### src/rtl/input_conditioner.sv
// rtl/input_conditioner.sv - synchronise, debounce and edge-detect one asynchronous input.
// Optional rejected-glitch counter: define INPUT_CONDITIONER_GLITCH_CNT_EN.
module input_conditioner #(
  parameter int SYNC_STAGES     = 2,
  parameter int DEBOUNCE_CYCLES = 4,
  parameter int CNT_W           = $clog2(DEBOUNCE_CYCLES) + 1
) (
  input  logic       clk,
  input  logic       reset,
  input  logic       raw_in,
  output logic       clean_out,
  output logic       rise_pulse,
  output logic       fall_pulse,
  output logic       stable
`ifdef INPUT_CONDITIONER_GLITCH_CNT_EN
  ,
  output logic [7:0] glitch_cnt
`endif
);

  generate
    if (SYNC_STAGES < 2) begin : g_bad_sync
      $error("input_conditioner: SYNC_STAGES must be >= 2");
    end
    if (DEBOUNCE_CYCLES < 2) begin : g_bad_debounce
      $error("input_conditioner: DEBOUNCE_CYCLES must be >= 2");
    end
  endgenerate

  typedef enum logic {STABLE, CHECK} state_t;

  localparam logic [CNT_W-1:0] CNT_LAST = CNT_W'(DEBOUNCE_CYCLES - 1);

  logic [SYNC_STAGES-1:0] sync_q, sync_d;
  logic                   sync_s;
  state_t                 state_q, state_d;
  logic [CNT_W-1:0]       cnt_q, cnt_d;
  logic                   clean_q, clean_d;
  logic                   rise_q, rise_d;
  logic                   fall_q, fall_d;
  logic                   stable_q, stable_d;
  logic                   mismatch;
`ifdef INPUT_CONDITIONER_GLITCH_CNT_EN
  logic [7:0]             glitch_q, glitch_d;
`endif

  assign sync_s   = sync_q[SYNC_STAGES-1];
  assign mismatch = (sync_s != clean_q);

  always_comb begin
    sync_d   = {sync_q[SYNC_STAGES-2:0], raw_in};
    state_d  = state_q;
    cnt_d    = cnt_q;
    clean_d  = clean_q;
    rise_d   = 1'b0;
    fall_d   = 1'b0;
`ifdef INPUT_CONDITIONER_GLITCH_CNT_EN
    glitch_d = glitch_q;
`endif
    case (state_q)
      STABLE: begin
        if (mismatch) begin
          state_d = CHECK;
          cnt_d   = CNT_W'(1);
        end else begin
          cnt_d   = '0;
        end
      end
      default: begin
        if (!mismatch) begin
          // Input fell back before the debounce window filled: glitch rejected.
          state_d = STABLE;
          cnt_d   = '0;
`ifdef INPUT_CONDITIONER_GLITCH_CNT_EN
          if (glitch_q != 8'hFF) glitch_d = glitch_q + 8'd1;
`endif
        end else if (cnt_q == CNT_LAST) begin
          state_d = STABLE;
          cnt_d   = '0;
          clean_d = ~clean_q;
          rise_d  = ~clean_q;
          fall_d  = clean_q;
        end else begin
          cnt_d   = cnt_q + CNT_W'(1);
        end
      end
    endcase
    stable_d = (state_d == STABLE);
  end

  always_ff @(posedge clk) begin
    if (reset) begin
      sync_q   <= '0;
      state_q  <= STABLE;
      cnt_q    <= '0;
      clean_q  <= 1'b0;
      rise_q   <= 1'b0;
      fall_q   <= 1'b0;
      stable_q <= 1'b1;
`ifdef INPUT_CONDITIONER_GLITCH_CNT_EN
      glitch_q <= '0;
`endif
    end else begin
      sync_q   <= sync_d;
      state_q  <= state_d;
      cnt_q    <= cnt_d;
      clean_q  <= clean_d;
      rise_q   <= rise_d;
      fall_q   <= fall_d;
      stable_q <= stable_d;
`ifdef INPUT_CONDITIONER_GLITCH_CNT_EN
      glitch_q <= glitch_d;
`endif
    end
  end

  assign clean_out  = clean_q;
  assign rise_pulse = rise_q;
  assign fall_pulse = fall_q;
  assign stable     = stable_q;
`ifdef INPUT_CONDITIONER_GLITCH_CNT_EN
  assign glitch_cnt = glitch_q;
`endif

endmodule

### config.mk
export PLATFORM = sky130hd
export DESIGN_NAME = input_conditioner
export DESIGN_NICKNAME = d
export VERILOG_FILES = /design/src/rtl/input_conditioner.sv
export SDC_FILE = /design/constraint.sdc
export NUM_CORES = 1
export LEC_CHECK = 0
export CAP_MARGIN = 5
export CORE_AREA = 4 4 41 43
export DETAILED_ROUTE_END_ITERATION = 7
export DIE_AREA = 0 0 45 47
export GPL_ROUTABILITY_DRIVEN = 0
export PLACE_DENSITY = 0.47
export SYNTH_ARGS = -nofsm -noshare
export SYNTH_HDL_FRONTEND = slang
export SYNTH_SLANG_ARGS = --single-unit
export TNS_END_PERCENT = 10
### constraint.sdc
create_clock -name clk -period 3.3 [get_ports clk]
set_clock_uncertainty 0.2 [all_clocks]
set_input_delay 0.495 -clock clk [delete_from_list [all_inputs] [get_ports clk]]
set_output_delay 0.495 -clock clk [all_outputs]
set_load 0.02 [all_outputs]
**After elaboration in Yosys (flattened, before gate mapping)**

Cells that the tools add are included.

- Register bits: 10
- Bits of input ports: 3
- Output and inout bits: 4
- Word-level logic and storage cells: 25

- $add $sub $neg: 1
- Equal/unequal tests: 2
- Mux-type cells: 8
- Bitwise operators: 5
- Reductions and logical operators: 2

Operators by type and width:

| operator | count |
|---|---|
| 3-bit 2-to-1 mux | 3 |
| 1-bit 2-to-1 mux | 5 |
| 1-bit NOT | 5 |
| 4-bit OR reduction | 1 |
| 3-bit by 1-bit adder with 3-bit output (second input constant) | 1 |
| 3-bit by 2-bit == test with 1-bit output (second input constant) | 1 |
| 3-bit AND reduction | 1 |
| 1-bit != test | 1 |

**Depth between registers and ports, before layout**

Gate-level depths: netlist of the first run.

- Depth after elaboration: 5
- Mapped depth: 5
- Gate-level depth less buffers: 4

**Least setup slack after synthesis of the first run**

Ideal clock, no wire load.

- Path kind: reg2reg
- Start: reg cnt_q[0]
- End: reg stable_q, in the netlist stable
- Setup time: 0.120 ns
- Data arrival time: 1.107 ns
- Required time: 2.980 ns
- Slack: 1.873 ns
- Cell stages (with the launch flop): 5
- Buffers on the path: 1
- Period minus slack after synthesis: 1.427 ns
- Path through: dfxtp_1 -> ha_1 -> ha_1 -> buf_2 -> a211o_2

- Word-level cells in the longest chain between the ends: 5

Ends and longest elaborated chain:

| element | RTL line | RTL |
|---|---|---|
| start: declaration | 37 | `logic [CNT_W-1:0] cnt_q, cnt_d;` |
| start signal: assignment | 106 | `cnt_q <= cnt_d;` |
| 3-bit by 2-bit == test with 1-bit output | 77 | `end else if (cnt_q == CNT_LAST) begin` |
| 1-bit 2-to-1 mux | 77 |  |
| 1-bit 2-to-1 mux | 70 | `if (!mismatch) begin` |
| 1-bit 2-to-1 mux | 60 | `case (state_q)` |
| 1-bit NOT | 88 | `stable_d = (state_d == STABLE);` |
| end signal: assignment | 110 | `stable_q <= stable_d;` |
| end: declaration | 41 | `logic stable_q, stable_d;` |

Every way passes these cells.
A chain may end at the register's enable or synchronous reset.

**Worst setup path in the final report of the first run**

- Start: reg clean_q, in the netlist clean_out
- End: out clean_out

RTL lines:

| element | RTL line | RTL |
|---|---|---|
| start: declaration | 38 | `logic clean_q, clean_d;` |
| start signal: assignment | 107 | `clean_q <= clean_d;` |
| end: declaration | 11 | `output logic clean_out,` |

No word-level cell between the ends.

==> results of run 1 <==
==> state kept, by name, indices dropped and copies added (netlist names) <==
name	flops
clean_out	1
stable	1
cnt_q	3
sync_q	2
fall_pulse	1
state_q	1
rise_pulse	1
==> Yosys cell counts <==
cell type / count / area share [%]
a21oi_1: 1 / 1.4
nand3_1: 1 / 1.4
inv_1: 1 / 1.0
a211oi_1: 1 / 2.0
nor2b_1: 2 / 3.4
buf_2: 1 / 1.4
o21a_1: 1 / 2.0
ha_1: 2 / 6.8
nor3b_1: 2 / 4.1
nor4_2: 1 / 3.4
xnor2_2: 1 / 4.4
nand3b_1: 1 / 2.0
dfxtp_1: 10 / 54
a21bo_2: 1 / 2.7
nand2b_1: 1 / 1.7
nor4b_2: 1 / 4.1
a211o_2: 1 / 2.7
nor3_1: 1 / 1.4
==> worst reg2reg max path, cell delays in order, from the launching register on <==
cell and delay [ns]:
dfxtp_1 0.35, ha_1 0.16, ha_1 0.34, nand3b_1 0.15
nor3b_1 0.25
==> kinds of logic after synthesis <==
kind of cell             Yosys count
buffers and inverters              2
AO/OA/AOI/OAI                      5
adder cells (fa/ha/maj)            2
flip-flops                        10
XOR/XNOR                           1
AND/OR/NAND/NOR                   10
==> final cells by class <==
class	count	area, um2	share of cell area (%)
sequential	10	200.2	41.78
timing repair buffer	6	60.06	12.53
tap	15	18.77	3.916
multi-input combinational	18	160.2	33.42
inverter	1	3.754	0.7833
clock buffer	4	36.28	7.572
==> routing by layer <==
layer  vias to the layer above  track usage (%)  routed length, um
met4                         0            5.263                  8
met3                         2            6.897                 53
li1                        124                -                  -
met2                         9            9.887                299
met5                         -                0                  0
met1                       113            6.682                249
==> placed cells by master (no fill, tap or decap) <==
master and n:
nor4_2 1, clkbuf_4 3, nand3_1 1, clkdlybuf4s50_1 6, nand3b_1 1, nor3_1 1, a21oi_1 1, nand2b_1 1
o21a_1 1, a211oi_1 1, a21bo_2 1, inv_1 1, a211o_2 1, xnor2_2 1, nor4b_2 1, clkbuf_8 1
dfxtp_1 10, nor2b_1 2, ha_1 2, nor3b_1 2
==> report_power, final <==
part / switching [mW] / leakage (nW) / internal (mW)
registers: 0.00167 / 0.0813 / 0.123
clock network: 0.0426 / 0.0210 / 0.0671
logic: 0.00331 / 0.0630 / 0.00496
total: 0.0476 / 0.165 / 0.195
==> worst min path at each step <==
stage	start	endpoint	slack, ns	depth (start not counted)
after floorplan	sync_q[0]	sync_q[1]	0.21	1
after global placement	sync_q[0]	sync_q[1]	0.22	1
after detailed placement	sync_q[0]	sync_q[1]	0.24	1
after CTS	sync_q[0]	sync_q[1]	0.26	1
after global routing	sync_q[0]	sync_q[1]	0.26	1
final	sync_q[0]	sync_q[1]	0.25	1
==> flow_metrics.py, run 1 <==
metrics = {
    "timing": {
        "fin_ws_ns": 1.272,
        "fin_hold_ws_ns": 0.2475,
        "slew_viol_final": 0,
        "period_needed_ns": 2.028,
        "finalCritPeriodShare_pct": 61.44,
        "rsz0062_at_grt": "false",
        "slew_headroom_pct": 77.94,
        "max_freq_mhz": 493.2,
        "hold_viol": 0,
        "setup-tns-final_ns": 0,
        "setup_viol": 0,
        "tightest_slew_ns": 0.3293,
    },
    "setup_path": {
        "worstPathRequired_ns": 2.60,
        "crit_slowest_cell": "clkdlybuf4s50_1",
        "path_buf_inv": 1,
        "r2r_slack_ns": 1.77,
        "worstPathArrival_ns": 1.33,
        "path_cells": "clkdlybuf4s50_1",
        "critPathLaunchType": "register",
        "slowest_delay_ns": 0.64,
        "crit_path_end": "clean_out",
        "path_delay_family": "buffers and inverters",
        "cp_max_fo": 5,
        "cp_num_cells": 1,
        "crit_type": "reg2out",
        "cp-startpoint": "clean_out",
        "reg2reg_from": "cnt_q[0]",
        "r2r-end": "fall_pulse",
        "cp-end-kind": "primary output",
        "worst_r2r_path_depth": 4,
    },
    "synth": {
        "ys_types": 18,
        "ys_ff_latch": 10,
        "synth_compound_area_share_pct": 10.85,
        "yosys_warnings": 0,
        "synth-xor-area-share_pct": 4.407,
        "synth_cells": 30,
        "muxShareOfSynthArea_pct": 0,
        "synth_nets": 35,
        "netlist_area_um2": 369.1,
        "synth_simple_gate_area_share_pct": 21.36,
        "synth_top_family_by_area": "simple AND/OR/NAND/NOR gates",
        "syn_avg_cell_area_um2": 12.30,
        "synthAdderAreaFrac_pct": 6.780,
        "ys_seq_area_share_pct": 54.24,
    },
    "cts": {
        "clockRootBuffer": "clkbuf_4",
        "clock_latency_ns": 0.27,
        "path_clk_slew_ns": 0.06,
        "cts_max_level": 1,
        "cts_tree": "yes",
        "cts_setup_buffers": 0,
        "clockBufferDepth": 2,
        "clock_sinks": 10,
        "ctsResizeCount": 0,
        "cts_inserted_buffers": 3,
        "holdBufCountCts": 0,
    },
    "die": {
        "fp.coreArea_um2": 1301,
        "ios": 7,
        "die_w_um": 45,
        "num_rows": 13,
        "design.die.area_um2": 2115,
        "start_util_pct": 28.37,
        "die_h_um": 47,
    },
    "grt": {
        "grt-ovfl-total": 0,
        "grt_pass1_vias": 212,
        "grt_max_degree": 9,
        "grt_usage_pct": 7.222,
        "grt_pass1_wl_um": 945,
        "antenna_found_initial": 0,
    },
    "placement": {
        "placed_cells": 50,
        "dpl_cell_area_um2": 442.9,
        "hpwl_um": 431.9,
        "io_buffers": 6,
        "preCtsSetupSlack_ns": 1.487,
    },
    "cells_and_area": {
        "final_core_util_pct": 36.83,
        "final_cells": 54,
        "area_growth_syn_to_layout_pct": 29.83,
        "n_fill_cell": 142,
        "fin_area_um2": 479.2,
        "drive_gt1_share_pct": 23.08,
        "layout.nets": 45,
        "n_antenna_cell": 0,
    },
    "detailed_routing": {
        "drtIter0Drc": 8,
        "via_count": 248,
        "drt_wl_total_um": 611,
        "first_pass_iters": 2,
        "final_antenna_net_count": 0,
        "via_per_inst": 4.593,
        "drt-wirelength-per-cell_um": 11.31,
        "drc_errors": 0,
    },
    "power_and_ir_drop": {
        "power_uw": 242.4,
        "p_leak_nw": 0.1652,
        "power_density_nw_per_um2": 505.9,
        "ir_drop_v": 0.0002014,
    },
    "min_path": {
        "hold_class": "reg2reg",
    },
    "job": {
        "maxCapViolCount": 0,
    },
    "outcome": {
        "status": "complete, no violations",
    },
}
(Power assumes the default switching activity.)
==> run 2, diff against run 1 <==
--- a/config.mk
+++ b/config.mk
@@ -10,7 +10,7 @@
 export DETAILED_ROUTE_END_ITERATION = 7
 export DIE_AREA = 0 0 45 47
 export GPL_ROUTABILITY_DRIVEN = 0
-export PLACE_DENSITY = 0.47
+export PLACE_DENSITY = 0.49
 export SYNTH_ARGS = -nofsm -noshare
 export SYNTH_HDL_FRONTEND = slang
 export SYNTH_SLANG_ARGS = --single-unit
==> constraint.sdc (replaced) <==
create_clock -name clk -period 1.8 [get_ports clk]
set_clock_uncertainty 0.2 [all_clocks]
set_input_delay 0.27 -clock clk [delete_from_list [all_inputs] [get_ports clk]]
set_output_delay 0.27 -clock clk [all_outputs]
set_load 0.02 [all_outputs]
==> run 2 against run 1 <==
Against the previous run:
- total power is 81% higher
- highest routed layer unchanged
- first-iteration DRC count is 100% lower
- core utilization is 0.096 points lower
- clock-buffer cell count stayed put
- final cell count stayed put
- clock power is 79% higher
- critical path depth stayed put
- worst setup slack worse by 1.1 ns
- non-clock buffer count stayed put
- global-route usage is 0.23 points higher
- sequential power is 84% higher
==> flow_metrics.py, run 2 (synthesized netlist as in run 1, its figures left out) <==
metrics = {
    "outcome": {
        "status": "complete, no violations",
    },
    "setup_path": {
        "cp-end-kind": "primary output",
        "worstPathArrival_ns": 1.17,
        "path_delay_family": "buffers and inverters",
        "cp_max_fo": 1,
        "slowest_delay_ns": 0.60,
        "reg2reg_from": "cnt_q[0]",
        "crit_slowest_cell": "clkdlybuf4s50_1",
        "cp-startpoint": "stable",
        "critPathLaunchType": "register",
        "crit_type": "reg2out",
        "worstPathRequired_ns": 1.33,
        "path_buf_inv": 1,
        "path_cells": "clkdlybuf4s50_1",
    },
    "min_path": {
        "hp-start": "sync_q[0]",
        "hold_class": "reg2reg",
    },
    "detailed_routing": {
        "via_per_inst": 4.556,
        "drt_wl_total_um": 540,
        "final_antenna_net_count": 0,
        "via_count": 246,
        "drt-wirelength-per-cell_um": 10.00,
        "drtIter0Drc": 0,
        "first_pass_iters": 1,
        "drc_errors": 0,
    },
    "power_and_ir_drop": {
        "power_uw": 440.0,
        "p_leak_nw": 0.1701,
        "ir_drop_v": 0.0003561,
        "power_density_nw_per_um2": 920.6,
    },
    "grt": {
        "grt_pass1_wl_um": 1041,
        "grt_pass1_vias": 265,
        "grt_max_degree": 9,
        "grt_use_met3_pct": 3.448,
        "antenna_found_initial": 0,
        "grt-ovfl-total": 0,
        "use_met1_pct": 7.586,
        "grt_usage_pct": 7.454,
        "grtUsageMet2_pct": 10.45,
        "top_usage_layer": "met2",
    },
    "die": {
        "design.die.area_um2": 2115,
        "die_h_um": 47,
        "die_w_um": 45,
        "start_util_pct": 28.37,
        "num_rows": 13,
        "fp.coreArea_um2": 1301,
        "ios": 7,
    },
    "cts": {
        "clockBufferDepth": 2,
        "cts_tree": "yes",
        "clock_latency_ns": 0.26,
        "path_clk_slew_ns": 0.07,
        "cts_inserted_buffers": 3,
        "cts_max_level": 1,
        "cts_setup_buffers": 0,
        "clock_sinks": 10,
        "holdBufCountCts": 0,
        "clockRootBuffer": "clkbuf_4",
    },
    "timing": {
        "fin_ws_ns": 0.1642,
        "slew_headroom_pct": 79.18,
        "finalCritPeriodShare_pct": 90.88,
        "setup-tns-final_ns": 0,
        "setup_viol": 0,
        "tightest_slew_ns": 0.3108,
        "hold_viol": 0,
        "max_freq_mhz": 611.3,
        "rsz0062_at_grt": "false",
        "fin_hold_ws_ns": 0.2440,
        "slew_viol_final": 0,
        "period_needed_ns": 1.636,
    },
    "cells_and_area": {
        "final_cells": 54,
        "largest_reg_flops": 3,
        "final_core_util_pct": 36.73,
        "top_regs": "cnt_q (3), sync_q (2)",
        "final_common_cell": "dfxtp_1",
        "fin_area_um2": 478.0,
        "layout.nets": 45,
        "final_cell_mix": "dfxtp_1, clkdlybuf4s50_1, clkbuf_4",
        "n_antenna_cell": 0,
        "drive_gt1_share_pct": 23.08,
        "area_growth_syn_to_layout_pct": 29.49,
        "largest-register": "cnt_q",
    },
    "placement": {
        "placed_cells": 50,
        "hpwl_um": 387.7,
        "preCtsSetupSlack_ns": 0.2593,
        "io_buffers": 6,
        "dpl_cell_area_um2": 442.9,
    },
    "job": {
        "maxCapViolCount": 0,
    },
}
==> run 2: cell type report <==
type,instances,area [um2]
multi-input cells,18,160.2
clock buffers,4,36.28
well taps,15,18.77
inverters,1,3.754
repair buffers,6,58.81
fillers,148,823.3
flip-flops and latches,10,200.2
==> run 2: timing repair <==
item                       in CTS  in global routing
setup endpoints to repair       1                  0
gates resized for setup         1                  0
hold endpoints to repair        0                  0
==> run 2: routing by layer <==
layer,vias up,share of wire [%]
met5,-,0
met4,0,2.2
met3,2,7.4
met2,6,41
met1,112,49
li1,126,-
==> run 2: power breakdown <==
group | internal, mW | switching (mW)
Combinational | 0.00910 | 0.00601
Sequential | 0.225 | 0.00320
Clock | 0.123 | 0.0739
Total | 0.357 | 0.0831
==> run 2: final timing paths <==
check | to | slack (ns) | depth (start not counted)
setup / recovery | stable | 0.16 | 1
hold / removal | sync_q[1] | 0.24 | 1
setup reg to reg | stable | 0.33 | 3
hold reg to reg | sync_q[1] | 0.24 | 1
==> run 3, diff against run 2 <==
--- a/config.mk
+++ b/config.mk
@@ -10,6 +10,7 @@
 export DETAILED_ROUTE_END_ITERATION = 7
 export DIE_AREA = 0 0 45 47
 export GPL_ROUTABILITY_DRIVEN = 0
+export GPL_TIMING_DRIVEN = 1
 export PLACE_DENSITY = 0.49
 export SYNTH_ARGS = -nofsm -noshare
 export SYNTH_HDL_FRONTEND = slang
==> results of run 3 <==
Same layout as run 2: the final DEF is identical, and so are final timing and power.
